<file path="config.mk">
export PLATFORM = sky130hd
export DESIGN_NAME = trace_buffer
export DESIGN_NICKNAME = d
export VERILOG_FILES = /design/src/rtl/trace_buffer.sv
export SDC_FILE = /design/constraint.sdc
export NUM_CORES = 1
export LEC_CHECK = 0
export ABC_AREA = 1
export BUFFER_PORTS_ARGS = -buffer_cell sky130_fd_sc_hd__buf_2
export CORE_ASPECT_RATIO = 1.4
export CORE_MARGIN = 2
export CORE_UTILIZATION = 40
export DETAILED_ROUTE_END_ITERATION = 8
export HOLD_SLACK_MARGIN = 0.15
export PLACE_DENSITY_LB_ADDON = 0.1
export SETUP_SLACK_MARGIN = 0.05
export SLEW_MARGIN = 5
export SYNTH_ARGS = -nofsm -noshare
export SYNTH_HDL_FRONTEND = slang
export SYNTH_SLANG_ARGS = --single-unit
</file>
<file path="constraint.sdc">
create_clock -name clk -period 3.91 [get_ports clk]
set_input_delay 0.391 -clock clk [delete_from_list [all_inputs] [get_ports clk]]
set_output_delay 0.391 -clock clk [all_outputs]
set_load 0.05 [all_outputs]
</file>
<file path="src/rtl/trace_buffer.sv">
// trace_buffer: captures retired-instruction events into a circular buffer.
// Capture runs in wrap, fill or trigger-with-post-count mode. Entries are then
// streamed out oldest-first over a valid/ready port.
module trace_buffer #(
  parameter int unsigned PC_W    = 12,
  parameter int unsigned INSTR_W = 16,
  parameter int unsigned DEPTH   = 16,
  parameter int unsigned TS_W    = 16,
  localparam int unsigned AW      = $clog2(DEPTH),
  localparam int unsigned CW      = AW + 1,
  localparam int unsigned ENTRY_W = TS_W + 1 + PC_W + INSTR_W
) (
  input  logic               clk,
  input  logic               rst,
  input  logic               in_valid,
  input  logic [PC_W-1:0]    in_pc,
  input  logic [INSTR_W-1:0] in_instr,
  input  logic               in_zero,
  input  logic [1:0]         mode,
  input  logic               arm,
  input  logic               stop,
  input  logic [PC_W-1:0]    trig_pc,
  input  logic [AW-1:0]      post_count,
  output logic               out_valid,
  input  logic               out_ready,
  output logic [ENTRY_W-1:0] out_data,
  output logic [CW-1:0]      count,
  output logic [1:0]         state,
  output logic               triggered,
  output logic               overflow
);

  typedef enum logic [1:0] {
    StIdle    = 2'd0,
    StCapture = 2'd1,
    StPost    = 2'd2,
    StDone    = 2'd3
  } state_e;

  localparam logic [1:0] ModeFill  = 2'd1;
  localparam logic [1:0] ModeTrig  = 2'd2;
  localparam logic [1:0] ModeFill3 = 2'd3;

  state_e               state_q, state_d;
  logic [TS_W-1:0]      ts_q;
  logic [AW-1:0]        wr_ptr_q;
  logic [AW-1:0]        remaining_q;
  logic [CW-1:0]        count_q;
  logic [1:0]           mode_q;
  logic                 triggered_q;
  logic                 overflow_q;
  logic [ENTRY_W-1:0]   mem [DEPTH];

  logic                 capturing;
  logic                 wr_en;
  logic                 is_fill;
  logic                 is_trig;
  logic                 full;
  logic                 trig_hit;
  logic                 start;
  logic                 pop;
  logic [AW-1:0]        rd_ptr;

  assign capturing = (state_q == StCapture) || (state_q == StPost);
  assign wr_en     = capturing && in_valid;
  assign is_fill   = (mode_q == ModeFill) || (mode_q == ModeFill3);
  assign is_trig   = (mode_q == ModeTrig);
  assign full      = (count_q == CW'(DEPTH));
  // Only the first match in CAPTURE triggers; POST never re-arms the trigger.
  assign trig_hit  = wr_en && (state_q == StCapture) && is_trig && !triggered_q &&
                     (in_pc == trig_pc);
  assign start     = arm && ((state_q == StIdle) || (state_q == StDone));
  assign pop       = out_valid && out_ready;
  // Oldest entry sits count slots behind the write pointer (mod DEPTH).
  assign rd_ptr    = wr_ptr_q - count_q[AW-1:0];

  // State register.
  always_ff @(posedge clk) begin
    if (rst) begin
      state_q <= StIdle;
    end else begin
      state_q <= state_d;
    end
  end

  // Next-state logic; stop forces DONE after any same-cycle write.
  always_comb begin
    state_d = state_q;
    case (state_q)
      StIdle: begin
        if (arm) state_d = StCapture;
      end
      StCapture: begin
        if (wr_en && is_fill && (count_q == CW'(DEPTH - 1))) begin
          state_d = StDone;
        end else if (trig_hit) begin
          state_d = (post_count == '0) ? StDone : StPost;
        end
        if (stop) state_d = StDone;
      end
      StPost: begin
        if (wr_en && (remaining_q == AW'(1))) state_d = StDone;
        if (stop) state_d = StDone;
      end
      StDone: begin
        if (arm) state_d = StCapture;
      end
      default: state_d = StIdle;
    endcase
  end

  // Outputs decoded from state and stored entries.
  always_comb begin
    state     = state_q;
    out_valid = (state_q == StDone) && (count_q != '0);
    out_data  = mem[rd_ptr];
    count     = count_q;
    triggered = triggered_q;
    overflow  = overflow_q;
  end

  // Timestamp, pointers, occupancy and capture flags.
  always_ff @(posedge clk) begin
    if (rst) begin
      ts_q        <= '0;
      wr_ptr_q    <= '0;
      remaining_q <= '0;
      count_q     <= '0;
      mode_q      <= '0;
      triggered_q <= 1'b0;
      overflow_q  <= 1'b0;
    end else begin
      ts_q <= ts_q + TS_W'(1);
      if (start) begin
        wr_ptr_q    <= '0;
        count_q     <= '0;
        triggered_q <= 1'b0;
        overflow_q  <= 1'b0;
        mode_q      <= mode;
      end else if (wr_en) begin
        wr_ptr_q <= wr_ptr_q + AW'(1);
        if (full) begin
          overflow_q <= 1'b1;
        end else begin
          count_q <= count_q + CW'(1);
        end
        if (trig_hit) begin
          triggered_q <= 1'b1;
          remaining_q <= post_count;
        end else if (state_q == StPost) begin
          remaining_q <= remaining_q - AW'(1);
        end
      end else if (pop) begin
        count_q <= count_q - CW'(1);
      end
    end
  end

  // Entry storage; contents survive reset.
  always_ff @(posedge clk) begin
    if (wr_en) begin
      mem[wr_ptr_q] <= {ts_q, in_zero, in_pc, in_instr};
    end
  end

endmodule

</file>
After elaboration in Yosys (flattened, before gate mapping)
Memories as Yosys holds them, arrays and structs flattened.
Index checks and enable logic that the tools add are counted.
{"block": "word_totals", "reg_bits": 35, "ramBits": 720, "input_bits": 53, "word_cells": 72, "memories": 1}
{"memory": "mem", "words": 16, "word_bits": 45, "read_ports": 1, "rd_ports_with_merged_regs": 0, "write_ports": 1, "line": "52", "rtl": "logic [ENTRY_W-1:0] mem [DEPTH];"}
{"block": "classes", "addsub": 6, "eq_ne": 14, "n_mux": 15, "bitwise": 1, "reduce_logical": 27}
{"cell": "$add 16x1->16 const B", "n": 1}
{"cell": "$mux 5", "n": 3}
{"cell": "$eq 12x12->1", "n": 1}
{"cell": "$mux 2", "n": 6}
{"cell": "$logic_and 1x1->1", "n": 11}
{"cell": "$eq 2x2->1 const B", "n": 4}
{"cell": "$mux 4", "n": 2}
{"cell": "$pmux 2 s3", "n": 1}
{"cell": "$reduce_and 2->1", "n": 3}
{"cell": "$reduce_and 3->1", "n": 2}
{"cell": "$add 5x1->5 const B", "n": 1}
{"cell": "$eq 5x4->1 const B", "n": 1}
{"cell": "$eq 5x5->1 const B", "n": 1}
{"cell": "$reduce_bool 5->1", "n": 1}
{"cell": "$sub 5x1->5 const B", "n": 1}
{"cell": "$add 4x1->4 const B", "n": 1}
{"cell": "$eq 2x1->1 const B", "n": 2}
{"cell": "$eq 4x1->1 const B", "n": 1}
{"cell": "$logic_not 4->1", "n": 1}
{"cell": "$ne 4x3->1 const B", "n": 1}
{"cell": "$reduce_bool 2->1", "n": 2}
{"cell": "$reduce_or 2->1", "n": 2}
{"cell": "$sub 4x1->4 const B", "n": 1}
{"cell": "$sub 4x4->4", "n": 1}
{"cell": "8 further kinds", "n": 12}

Depth between registers and ports, before layout
{"block": "depth", "word_depth": 11, "depth_mapped": 14, "depth_no_buf": 14}

Worst setup path before layout
Ideal clock, no wire load.
{"block": "synth_timing", "path_type": "reg2reg", "start": "reg state_q[0], in the netlist state[0]", "end": "mem mem[11][0] in the netlist's numbering, enable pin", "arrival_time_ps": 3523, "slack_ps": -60, "stages_incl_launch_ff": 8, "path_buffers": 0, "synth_period_minus_slack_ps": 3970, "path_cell_list": "dfxtp_1 inv_1 ha_1 nor2_1 inv_1 nor2_1 nand2_1 nor2_1"}
{"block": "synth_between", "elab_chain_cells": 5}
{"item": "start, declared", "line": "44", "rtl": "state_e state_q, state_d;"}
{"item": "start signal, assigned", "line": "80", "rtl": "state_q <= StIdle;"}
{"item": "start signal, assigned", "line": "82", "rtl": "state_q <= state_d;"}
{"item": "$eq 2x1->1 / $eq 2x2->1 (equally long branches)", "line": "64", "rtl": "assign capturing = (state_q == StCapture) || (state_q == StPost);"}
{"item": "$logic_or 1x1->1 (*)", "line": "64"}
{"item": "$logic_and 1x1->1 (*)", "line": "65", "rtl": "assign wr_en = capturing && in_valid;"}
{"item": "$mux 1 (*)", "line": "161", "rtl": "if (wr_en) begin"}
{"item": "$mux 1 (not written as such) (*)", "line": "162", "rtl": "mem[wr_ptr_q] <= {ts_q, in_zero, in_pc, in_instr};"}
{"item": "end, declared", "line": "52"}
Mark *: on every way between the ends. The rest lies on a longest branch, timed or not.

Final worst setup path
{"block": "layout_timing", "start": "reg wr_ptr_q[0]", "end": "out out_data[44]"}
{"block": "layout_between", "elab_chain_cells": 2}
{"item": "start, declared", "line": "46", "rtl": "logic [AW-1:0] wr_ptr_q;"}
{"item": "start signal, assigned", "line": "141", "rtl": "wr_ptr_q <= wr_ptr_q + AW'(1);"}
{"item": "$sub 4x4->4", "line": "75", "rtl": "assign rd_ptr = wr_ptr_q - count_q[AW-1:0];"}
{"item": "$mem_v2 16x45"}
{"item": "end, declared", "line": "26", "rtl": "output logic [ENTRY_W-1:0] out_data,"}
Every way passes these cells.

==> metrics.md <==
| Metric | Value |
|---|---|
| Drt drc | `0` |
| Crit. Startpoint | `wr_ptr_q[0]` |
| Worst slew pin tran | `762 ps` |
| CTS buffer count | `76` |
| Final core occ | `47.3%` |
| Hold depth | `1` |
| Area Overhead vs Synth | `17.3%` |
| DRT Pass-1 Iters | `5` |
| Slew Viols, Final | `0` |
| Worst Min Path Start | `in_pc[2]` |
| Rows | `120` |
| Cell taking the most area after synthesis | `edfxtp_1` |
| Tmin final | `3780 ps` |
| First-pass GRT wire length | `117 mm` |
| Setup ws final | `130 ps` |
| Top FF cell, synth | `edfxtp_1` |
| Final Hold Fails | `0` |
| Count leader, synth | `edfxtp_1` |
| FMAX | `265 MHz` |
| Mapped cell area | `0.0308 mm²` |
| Antenna violation net count after detailed routing | `0` |
| Post-DP HPWL | `41.1 mm` |
| Longest Clk Path Bufs | `3` |
| Fin Hold WS | `178 ps` |
| WP data arrival | `3390 ps` |
| Vias in the first global route | `18226` |
| Final WL | `81.5 mm` |
| Max-slew headroom | `49.2%` |
| Die area | `0.0793 mm²` |
| Wire per inst | `23.7 µm` |
| EDFF count, synth | `720` |
| CORE AREA | `0.0764 mm²` |
| Largest net degree at the start of global routing | `91` |
| Initial antenna violation count | `1` |
| Vias per cell | `5.36` |
| Via count | `18430` |
| Root Driver | `clkbuf_16` |
| Setup CP Type | `flip-flop to primary output` |
| Fraction of final layout cells sized beyond drive strength 1 | `13.6%` |
| Number of nets in the layout | `2477` |
| Clk pin slew, worst setup/hold paths | `60 ps` |
| CTS tree | `built` |
| Syn avg cell area | `13.7 µm²` |
| TritonCTS Sinks | `755` |
| #FFs+latches synth | `755` |
| CP startpoint kind | `flip-flop` |
| Clock latency at the later pin of the worst-skew pair | `630 ps` |
| Critical Path Sink Type | `primary output` |
| Worst Path Max Fanout | `42` |
| HP Class | `input port to flip-flop` |
| Kind of cell adding the most delay to the critical path | `buffers and inverters` |
| Top cells by count, synth | `720 x edfxtp_1, 245 x inv_1, 204 x o21ai_0` |
| Worst-path cell chain | `inv_2 -> ha_4 -> inv_1 -> fa_4 -> clkbuf_16 -> buf_4 -> buf_12 -> inv_12 -> o211ai_1 -> nand3_1 -> o21ai_1 -> buf_2` |
| GP Congestion | `0.758` |
| Synth area leaders | `edfxtp_1 70%, mux2i_1 5.9%, o211ai_1 4.4%` |
| Reg2Reg Depth | `8` |
| Layout fillers | `6666` |
| Setup Viol. Count Final | `0` |
| Gate Count Post-Synth | `2243` |
| DRT iter0 DRCs | `1271` |
| Syn nets | `2314` |
| Die W | `238 µm` |
| WP data required | `3520 ps` |
| Initial Utilization | `40.3%` |
| Worst slack, placed | `417 ps` |
| Async SR Flop Fraction | `0%` |
| Die H | `332 µm` |
| Clk_skew | `16.8 ps` |
| RSZ-0062 raised after global routing | `yes` |
| WP buf/inv | `7` |
| Sequential-to-total area share from yosys stat | `72.5%` |
| PortBufs | `107` |
| Slowest cell on the critical path | `fa_4` |
| Tot GR Track Use | `20.0%` |
| Max-cap violations | `0` |
| Post-synth top area share | `70.2%` |
| Reg-to-Reg Start | `state[0]` |
| Largest stage delay on the critical path | `820 ps` |
| Crit. path cell count | `12` |
| H-tree Lvls | `3` |
| Status | `complete, no violations` |
| Yosys Warn Count | `0` |
| I/O pin cnt | `108` |
| Overflow after GRT | `0` |
| Cell variety after synth | `31` |
| Fin crit share | `96.7%` |
[cell families after synthesis]
| logic type | share of synthesized area (%) |
|---|---|
| flops | 72.5 |
| mux | 5.85 |
| simple gates | 3.74 |
| xor+xnor | 0.358 |
| buf+inv | 5.09 |
| compound gates | 11.7 |
| fa+ha+maj | 0.780 |
[cell type report]
cell class              count  area [µm²]  area share (%)
diodes                      1        2.50         0.00693
repair buffers            212        2100            5.82
inverters                 247         958            2.65
well taps                 976        1220            3.38
repair inverters            3        38.8           0.107
clock buffers             102        2060            5.71
flip-flops and latches    755       22300            61.8
multi-input cells        1111        7170            19.8
clock inverters            30         238           0.658
[what timing repair did]
action | CTS | global route
endpoints found under the setup margin | 45 | 44
cloned | 1 | 9
pin swaps | 1 | 5
hold buffers | 29 | 0
hold endpoints to repair | 313 | 0
setup buffers | 1 | 5
gates resized for setup | 71 | 45
[metal layers]
| metal | share of wire (%) | track usage (%) | vias up |
|---|---|---|---|
| met1 | 44 | 26.5 | 9342 |
| met4 | 1.6 | 4.88 | 0 |
| met5 | 0 | 0 | - |
| met2 | 50 | 34.5 | 374 |
| met3 | 4.0 | 3.07 | 97 |
| li1 | - | - | 8617 |
[per-stage QoR]
stage / TNS [ps] / cells / instance area (µm²)
after global routing: 0 / 3436 / 36100
after global placement: 0 / 3259 / 32900
after floorplan: -5440 / 2243 / 30800
after detailed placement: 0 / 3259 / 32900
after CTS: 0 / 3422 / 35700
final: 0 / 3437 / 36100
[layout by cell type (no fill, tap or decap), types with 4 or more instances in the layout]
cell type	netlist	routed
clkbuf_4	0	5
edfxtp_1	720	720
clkbuf_16	0	84
dlygate4sd3_1	0	29
buf_2	31	66
nor2_1	64	48
buf_6	6	24
inv_1	245	244
clkinv_1	0	14
a21oi_1	203	201
o211ai_1	180	180
clkinv_2	0	9
xor2_1	5	5
buf_12	0	28
buf_4	18	50
nand3_1	59	59
nand4_1	7	7
mux2i_1	180	180
o21ai_2	0	18
o21ai_0	204	202
nor3_1	8	8
clkbuf_1	60	23
dfxtp_1	35	32
ha_1	16	15
nand2_1	128	128
or2_2	4	4
o21ai_1	40	22
nor2_4	0	16
[path summary, 6_finish.rpt]
path / slack [ps] / to
max: 130 / out_data[44]
min: 180 / mem[8][18]
max reg2reg: 1010 / mem[7][8]
min reg2reg: 500 / triggered
[state kept, by name (all words and copies together), names as in the netlist]
name	count
mem	720
ts_q	16
count	5
remaining_q	4
wr_ptr_q	4
mode_q	2
state	2
overflow	1
triggered	1
Power is left out: the tool's default activity adds up to more than one toggle a clock period on the data nets, which glitch-free logic cannot reach.
